===== src/rtl/control_pkg.sv =====
// Purpose     : shared types for the core_l0 control sequencer (FSM states, trap causes).
// Latency     : n/a (types and a pure helper only).
// Backpressure: n/a.
// Ports       : none. Imported by control_seq and its sub-modules.
package control_pkg;

   // Encoding is visible on the debug state port, so the values are fixed.
   typedef enum logic [2:0] {
      ST_FETCH   = 3'd0,
      ST_DECODE  = 3'd1,
      ST_EXECUTE = 3'd2,
      ST_MEM     = 3'd3,
      ST_WB      = 3'd4,
      ST_TRAP    = 3'd5,
      ST_HALT    = 3'd6
   } state_t;

   typedef enum logic [1:0] {
      CAUSE_NONE     = 2'd0,
      CAUSE_ILLEGAL  = 2'd1,
      CAUSE_MISALIGN = 2'd2,
      CAUSE_TIMEOUT  = 2'd3
   } cause_t;

   // A jump target is only legal on a 4-byte boundary.
   function automatic logic misaligned(input logic [1:0] lsb);
      return lsb != 2'b00;
   endfunction

endpackage


===== src/rtl/control_seq_wdog.sv =====
// Purpose     : bus wait-cycle watchdog; flags expiry on the MEM_TIMEOUT-th consecutive waiting cycle.
// Latency     : o_expired is combinational in the cycle the limit is reached.
// Backpressure: none; the caller drops its request and traps when o_expired is seen.
// Ports       : i_clk, i_rst (sync, active high), i_clr (hold count at 0),
//               i_en (request outstanding and ready low this cycle), o_expired.
//               MEM_TIMEOUT=0 removes the counter and ties o_expired low.
module control_seq_wdog #(
   parameter int MEM_TIMEOUT = 16
) (
   input  logic i_clk,
   input  logic i_rst,
   input  logic i_clr,
   input  logic i_en,
   output logic o_expired
);

   generate
      if (MEM_TIMEOUT > 0) begin : g_wdog
         localparam int CW = $clog2(MEM_TIMEOUT + 1);
         logic [CW-1:0] r_cnt;

         always_ff @(posedge i_clk) begin
            if (i_rst || i_clr) begin
               r_cnt <= '0;
            end else if (i_en) begin
               r_cnt <= r_cnt + CW'(1);
            end
         end

         // r_cnt holds the waits already seen; this cycle would be wait number MEM_TIMEOUT.
         // i_en already includes "ready low", so a ready on that same cycle never expires.
         assign o_expired = i_en && (r_cnt == CW'(MEM_TIMEOUT - 1));
      end else begin : g_off
         logic w_unused;
         assign w_unused  = ^{i_clk, i_rst, i_clr, i_en};
         assign o_expired = 1'b0;
      end
   endgenerate

endmodule


===== src/rtl/control_seq.sv =====
// Purpose     : multi-cycle FETCH/DECODE/EXECUTE/MEM/WB sequencer for core_l0 with trap, halt and bus watchdog.
// Latency     : 4 cycles per non-memory instruction, 5 + wait cycles per memory instruction.
// Backpressure: imem_req/dmem_req are held until their ready; the watchdog aborts to TRAP after MEM_TIMEOUT waits.
// Ports       : i_clk, i_rst (sync, active high); imem: o_imem_req, o_imem_addr, i_imem_ready, i_imem_rdata;
//               o_instr, o_pc; decoder: i_dec_mem_op, i_dec_rd_we, i_dec_illegal, i_dec_halt;
//               ALU: i_alu_taken, i_alu_target; dmem: o_dmem_req, i_dmem_ready;
//               o_rf_we, o_trap, o_trap_cause, o_halted, o_state.
//               With CONTROL_SEQ_PERF_EN defined: o_cycle_cnt, o_instret_cnt.
module control_seq
   import control_pkg::*;
#(
   parameter int              XLEN        = 32,
   parameter logic [XLEN-1:0] RESET_PC    = 'h0000_0000,
   parameter logic [XLEN-1:0] TRAP_VEC    = 'h0000_0100,
   parameter int              MEM_TIMEOUT = 16
) (
   input  logic            i_clk,
   input  logic            i_rst,
   output logic            o_imem_req,
   output logic [XLEN-1:0] o_imem_addr,
   input  logic            i_imem_ready,
   input  logic [31:0]     i_imem_rdata,
   output logic [31:0]     o_instr,
   output logic [XLEN-1:0] o_pc,
   input  logic            i_dec_mem_op,
   input  logic            i_dec_rd_we,
   input  logic            i_dec_illegal,
   input  logic            i_dec_halt,
   input  logic            i_alu_taken,
   input  logic [XLEN-1:0] i_alu_target,
   output logic            o_dmem_req,
   input  logic            i_dmem_ready,
   output logic            o_rf_we,
   output logic            o_trap,
   output logic [1:0]      o_trap_cause,
   output logic            o_halted,
   output logic [2:0]      o_state
`ifdef CONTROL_SEQ_PERF_EN
   ,
   output logic [XLEN-1:0] o_cycle_cnt,
   output logic [XLEN-1:0] o_instret_cnt
`endif
);

   state_t          r_state;
   logic [XLEN-1:0] r_pc;
   logic [XLEN-1:0] r_npc;     // pc for WB, resolved from the ALU in EXECUTE
   logic [31:0]     r_instr;
   logic            r_rd_we;   // rd write-enable captured in EXECUTE for a later WB
   logic            r_imem_req;
   logic            r_dmem_req;
   logic            r_rf_we;
   logic            r_trap;
   cause_t          r_cause;
   logic            r_halted;

   logic            w_wd_clr;
   logic            w_wd_en;
   logic            w_expired;

   // Only one request is ever outstanding, so a single counter serves both buses.
   assign w_wd_clr = !(r_imem_req || r_dmem_req);
   assign w_wd_en  = (r_imem_req && !i_imem_ready) || (r_dmem_req && !i_dmem_ready);

   control_seq_wdog #(
      .MEM_TIMEOUT (MEM_TIMEOUT)
   ) u_wdog (
      .i_clk     (i_clk),
      .i_rst     (i_rst),
      .i_clr     (w_wd_clr),
      .i_en      (w_wd_en),
      .o_expired (w_expired)
   );

   always_ff @(posedge i_clk) begin
      if (i_rst) begin
         r_state    <= ST_FETCH;
         r_pc       <= RESET_PC;
         r_npc      <= RESET_PC;
         r_instr    <= '0;
         r_rd_we    <= 1'b0;
         r_imem_req <= 1'b0;
         r_dmem_req <= 1'b0;
         r_rf_we    <= 1'b0;
         r_trap     <= 1'b0;
         r_cause    <= CAUSE_NONE;
         r_halted   <= 1'b0;
      end else begin
         // Pulse outputs last exactly one cycle unless re-armed below.
         r_rf_we <= 1'b0;
         r_trap  <= 1'b0;
         r_cause <= CAUSE_NONE;

         case (r_state)
            ST_FETCH: begin
               if (!r_imem_req) begin
                  // Only reachable straight out of reset: requests are normally
                  // raised on the WB/TRAP edge that enters FETCH.
                  r_imem_req <= 1'b1;
               end else if (i_imem_ready) begin
                  r_instr    <= i_imem_rdata;
                  r_imem_req <= 1'b0;
                  r_state    <= ST_DECODE;
               end else if (w_expired) begin
                  r_imem_req <= 1'b0;
                  r_trap     <= 1'b1;
                  r_cause    <= CAUSE_TIMEOUT;
                  r_state    <= ST_TRAP;
               end
            end

            ST_DECODE: begin
               r_state <= ST_EXECUTE;
            end

            ST_EXECUTE: begin
               r_npc   <= i_alu_taken ? i_alu_target : r_pc + XLEN'(4);
               r_rd_we <= i_dec_rd_we;
               if (i_dec_illegal) begin
                  r_trap  <= 1'b1;
                  r_cause <= CAUSE_ILLEGAL;
                  r_state <= ST_TRAP;
               end else if (i_dec_halt) begin
                  r_halted <= 1'b1;
                  r_state  <= ST_HALT;
               end else if (i_alu_taken && misaligned(i_alu_target[1:0])) begin
                  r_trap  <= 1'b1;
                  r_cause <= CAUSE_MISALIGN;
                  r_state <= ST_TRAP;
               end else if (i_dec_mem_op) begin
                  r_dmem_req <= 1'b1;
                  r_state    <= ST_MEM;
               end else begin
                  r_rf_we <= i_dec_rd_we;
                  r_state <= ST_WB;
               end
            end

            ST_MEM: begin
               if (i_dmem_ready) begin
                  r_dmem_req <= 1'b0;
                  r_rf_we    <= r_rd_we;
                  r_state    <= ST_WB;
               end else if (w_expired) begin
                  r_dmem_req <= 1'b0;
                  r_trap     <= 1'b1;
                  r_cause    <= CAUSE_TIMEOUT;
                  r_state    <= ST_TRAP;
               end
            end

            ST_WB: begin
               r_pc       <= r_npc;
               r_imem_req <= 1'b1;
               r_state    <= ST_FETCH;
            end

            ST_TRAP: begin
               r_pc       <= TRAP_VEC;
               r_imem_req <= 1'b1;
               r_state    <= ST_FETCH;
            end

            ST_HALT: begin
               r_state <= ST_HALT;
            end

            default: begin
               r_state <= ST_FETCH;
            end
         endcase
      end
   end

   assign o_imem_req   = r_imem_req;
   assign o_imem_addr  = r_pc;
   assign o_pc         = r_pc;
   assign o_instr      = r_instr;
   assign o_dmem_req   = r_dmem_req;
   assign o_rf_we      = r_rf_we;
   assign o_trap       = r_trap;
   assign o_trap_cause = r_cause;
   assign o_halted     = r_halted;
   assign o_state      = r_state;

`ifdef CONTROL_SEQ_PERF_EN
   logic [XLEN-1:0] r_cycle_cnt;
   logic [XLEN-1:0] r_instret_cnt;

   always_ff @(posedge i_clk) begin
      if (i_rst) begin
         r_cycle_cnt   <= '0;
         r_instret_cnt <= '0;
      end else begin
         r_cycle_cnt <= r_cycle_cnt + XLEN'(1);
         if (r_state == ST_WB) begin
            r_instret_cnt <= r_instret_cnt + XLEN'(1);
         end
      end
   end

   assign o_cycle_cnt   = r_cycle_cnt;
   assign o_instret_cnt = r_instret_cnt;
`endif

endmodule

===== config.mk =====
export PLATFORM = sky130hd
export DESIGN_NAME = control_seq
export DESIGN_NICKNAME = d
export VERILOG_FILES = /design/src/rtl/control_pkg.sv /design/src/rtl/control_seq_wdog.sv /design/src/rtl/control_seq.sv
export SDC_FILE = /design/constraint.sdc
export NUM_CORES = 1
export LEC_CHECK = 0
export BUFFER_PORTS_ARGS = -buffer_cell sky130_fd_sc_hd__buf_4
export CORE_MARGIN = 2
export CORE_UTILIZATION = 46
export CTS_BUF_LIST = sky130_fd_sc_hd__clkbuf_16
export CTS_CLUSTER_DIAMETER = 60
export DETAILED_ROUTE_END_ITERATION = 8
export PLACE_DENSITY = 0.77
export SYNTH_ARGS = -nofsm -noshare
export SYNTH_HDL_FRONTEND = slang
export SYNTH_SLANG_ARGS = --single-unit

===== constraint.sdc =====
create_clock -name i_clk -period 1.58 [get_ports i_clk]
set_input_delay 0.079 -clock i_clk [delete_from_list [all_inputs] [get_ports i_clk]]
set_output_delay 0.079 -clock i_clk [all_outputs]
set_load 0.02 [all_outputs]

==> reports/summary.txt <==
Startpoint Class = register
Synth Area per Inst = 8.08 sq um
Wirelength per Cell = 16.4 microns
CTS buffer count = 9
clk slew on worst S/H paths = 0.07 ns
highest metal used = met4
Pre-antenna DRT Iters = 8
crit-path max FO = 10
residual DRC count = 0
VDD IR max = 0.592 mV
Iteration-0 DRC Markers = 469
R2R Setup Slk = -0.02 ns
GPL Wtd Cong = 0.878
crit path DAT = 1.81 ns
CTS max path bufs = 2
initial antenna violation count = 0
crit path capture = r_npc[27]
vias in the first global route = 5,162
syn nets = 733
drt via density = 5.41
synthesized area = 5310 sq um
most common cell after layout, fill and taps aside = buf_4
overall routing resource usage = 24.7%
first-pass GRT wire length = 25,300 microns
ant diodes = 0
failing checks = setup timing
CTS tree = built
vias = 5,455
sequential fraction of the synthesis area = 42.2%
total grt overflow = 0
clock tree sinks = 112
commonest cells after routing, fill and taps aside = buf_4, nand2_1, a21oi_1
outcome = finished, violations left
Crit path required time = 1.79 ns
synth top area cells = dfxtp_1, a21oi_1, nand2_1
Post-synth EDFFs = 0
Die ar. = 12,400 sq um
crit-path most repeated cell = nand4_1
CP max stage cell = dfxtp_4
I/O pin count = 179
Post-Place Cell Area = 7050 sq um
pin count of the biggest net entering global routing = 42
Netlist cell types = 46
family with the most delay on the worst path = simple AND/OR/NAND/NOR gates
design area = 7780 sq um
met2 wire len = 8130 microns
Ys Warns = 0
FF-to-FF End = r_npc[27]
Yosys reg bits = 112
r2r startpoint = o_imem_addr[12]
detailed placement HPWL = 11,100 microns
Synth area leader = dfxtp_1
Slew HR = 69.3%
R2R depth = 6
crit path buf inv count = 1
Clock Skew = 0.00780 ns
DRT met1 WL = 6910 microns
wire length on met3 = 1090 microns
Leak Pwr = 3.23 nW
Worst Setup SP = o_imem_addr[12]
pwr dens = 758 nW/um^2
Slew Limit Fails = 0
Hold Fails Final Rpt = 0
Worst Setup Slack post-DPL = -0.0145 ns
max cap viols = 0
critical path's largest stage delay = 0.37 ns
Row Count = 39
top_reg_cell synth = dfxtp_1
post-layout net count = 937
root buffer cell = clkbuf_16
die span in x = 111 microns
Hold Crit Class = in2reg
core footprint = 11,300 sq um
number of I/O port buffers = 178
final setup fails = 1
Die Y = 111 microns
H-tree depth = 3
worst-skew pair later-pin latency = 0.35 ns
Area growth syn-to-layout = 46.6%
share of cells above drive strength 1 = 36.8%
top-area cell type share of the netlist area = 42.2%
WL final = 16,500 microns
Synth async-reset ratio = 0%
Tcrit/Tclk final = 101%
RSZ-0062 raised after global routing = yes
worst-path cell chain = nand4_1 -> nor3_4 -> buf_12 -> nand4_1 -> xor2_2 -> o22ai_2
Initial Utilization = 46.9%
Mapped Cells = 657
ANT nets after route = 0
Worst-Margin Slew = 0.460 ns
FMAX = 625 MHz
Worst setup EP type = register
critical path depth = 6
fin crit period = 1.60 ns
fin worst setup slack = -0.0209 ns
crit path kind = reg2reg
## layer usage
metal / GRT usage, % / up-vias
met5: 0 / -
met4: 9.63 / 0
met3: 4.19 / 30
met2: 43.6 / 243
met1: 30.2 / 2536
li1: - / 2646
## synth_stat cells, types with 4 or more instances
cell type  count
a211oi_1      10
a21oi_1       92
a221oi_2       4
a31oi_1        5
and3_1        13
buf_2          9
buf_4         32
clkbuf_1      34
dfxtp_1      112
inv_1          9
mux2i_1        6
nand2_1       97
nand2b_1       5
nand3_1       17
nand4_1        9
nor2_1        56
nor3_1        11
nor3b_1       31
o211ai_1       4
o21ai_0       20
o22ai_1       10
or3_1          6
xnor2_1        7
xor2_1        22
## tightest hold or removal path: cells and delay by family
kind	cells	cell delay, ns
AOI/OAI and AO/OA	1	0.05
and+or+nand+nor	1	0.06
buffers and inverters	1	0.12
## kinds of logic (layout without fill, tap and decap cells)
logic type      after synthesis  in the layout  share of synthesized area, %
xor+xnor                     29             29                          4.78
flops                       112            112                          42.2
mux                           6              6                          1.13
fa+ha+maj                     3              3                         0.707
buf+inv                      87            295                          8.63
compound gates              158            158                          17.4
simple gates                262            262                          25.1
## worst min-delay path by stage
stage / cells past startpoint / to / from / slack, ns
CTS: 3 / o_instr[1] / i_imem_rdata[1] / 0.0005
global route: 3 / o_instr[18] / i_imem_rdata[18] / 0.003
finish: 3 / o_instr[1] / i_imem_rdata[1] / 0.01
detailed placement: 3 / o_instr[20] / i_imem_rdata[20] / 0.33
floorplan: 2 / r_rd_we / i_dec_rd_we / 0.21
global placement: 3 / o_instr[27] / i_imem_rdata[27] / 0.33
## layout make-up
cell class | instances | area, sq um
fill | 866 | 3540
tap | 143 | 179
timing repair buffer | 271 | 2230
clock buffer | 10 | 250
sequential | 112 | 2300
clock inverter | 5 | 25.0
inverter | 9 | 33.8
multi-input combinational | 458 | 2760
## metrics by stage
stage               instances  hold WS (ns)  setup TNS, ns  util (%)  power, mW
finish                   1008       0.00951        -0.0209      68.7       5.90
floorplan                 657         0.215        -0.0712         -       3.35
detailed placement        961         0.334        -0.0362      62.3       3.73
CTS                      1002      0.000541        -0.0251      67.2       5.88
global route             1008       0.00328         -0.299      68.7       6.12
global placement          961         0.331       -0.00605      62.3       3.71
## sequential cells by signal, summed over array words and instances (netlist names)
name,cells
o_dmem_req,1
o_halted,1
o_imem_addr,32
o_imem_req,1
o_instr,32
o_rf_we,1
o_state,3
o_trap,1
o_trap_cause,2
r_npc,32
r_rd_we,1
u_wdog.g_wdog.r_cnt,5
## power breakdown
group | internal [mW] | switching [mW]
clock network | 1.14 | 0.989
registers | 2.87 | 0.0423
logic | 0.403 | 0.449
total | 4.42 | 1.48
## what timing repair did
item,in CTS,in global routing
hold buffers,26,1
setup endpoints to repair,11,56
pin swaps,8,15
buffers inserted,0,4
resized for setup,4,29
cloned,0,1
endpoints found under the hold margin,26,1
No activity file was read; power rests on OpenSTA's default activity.
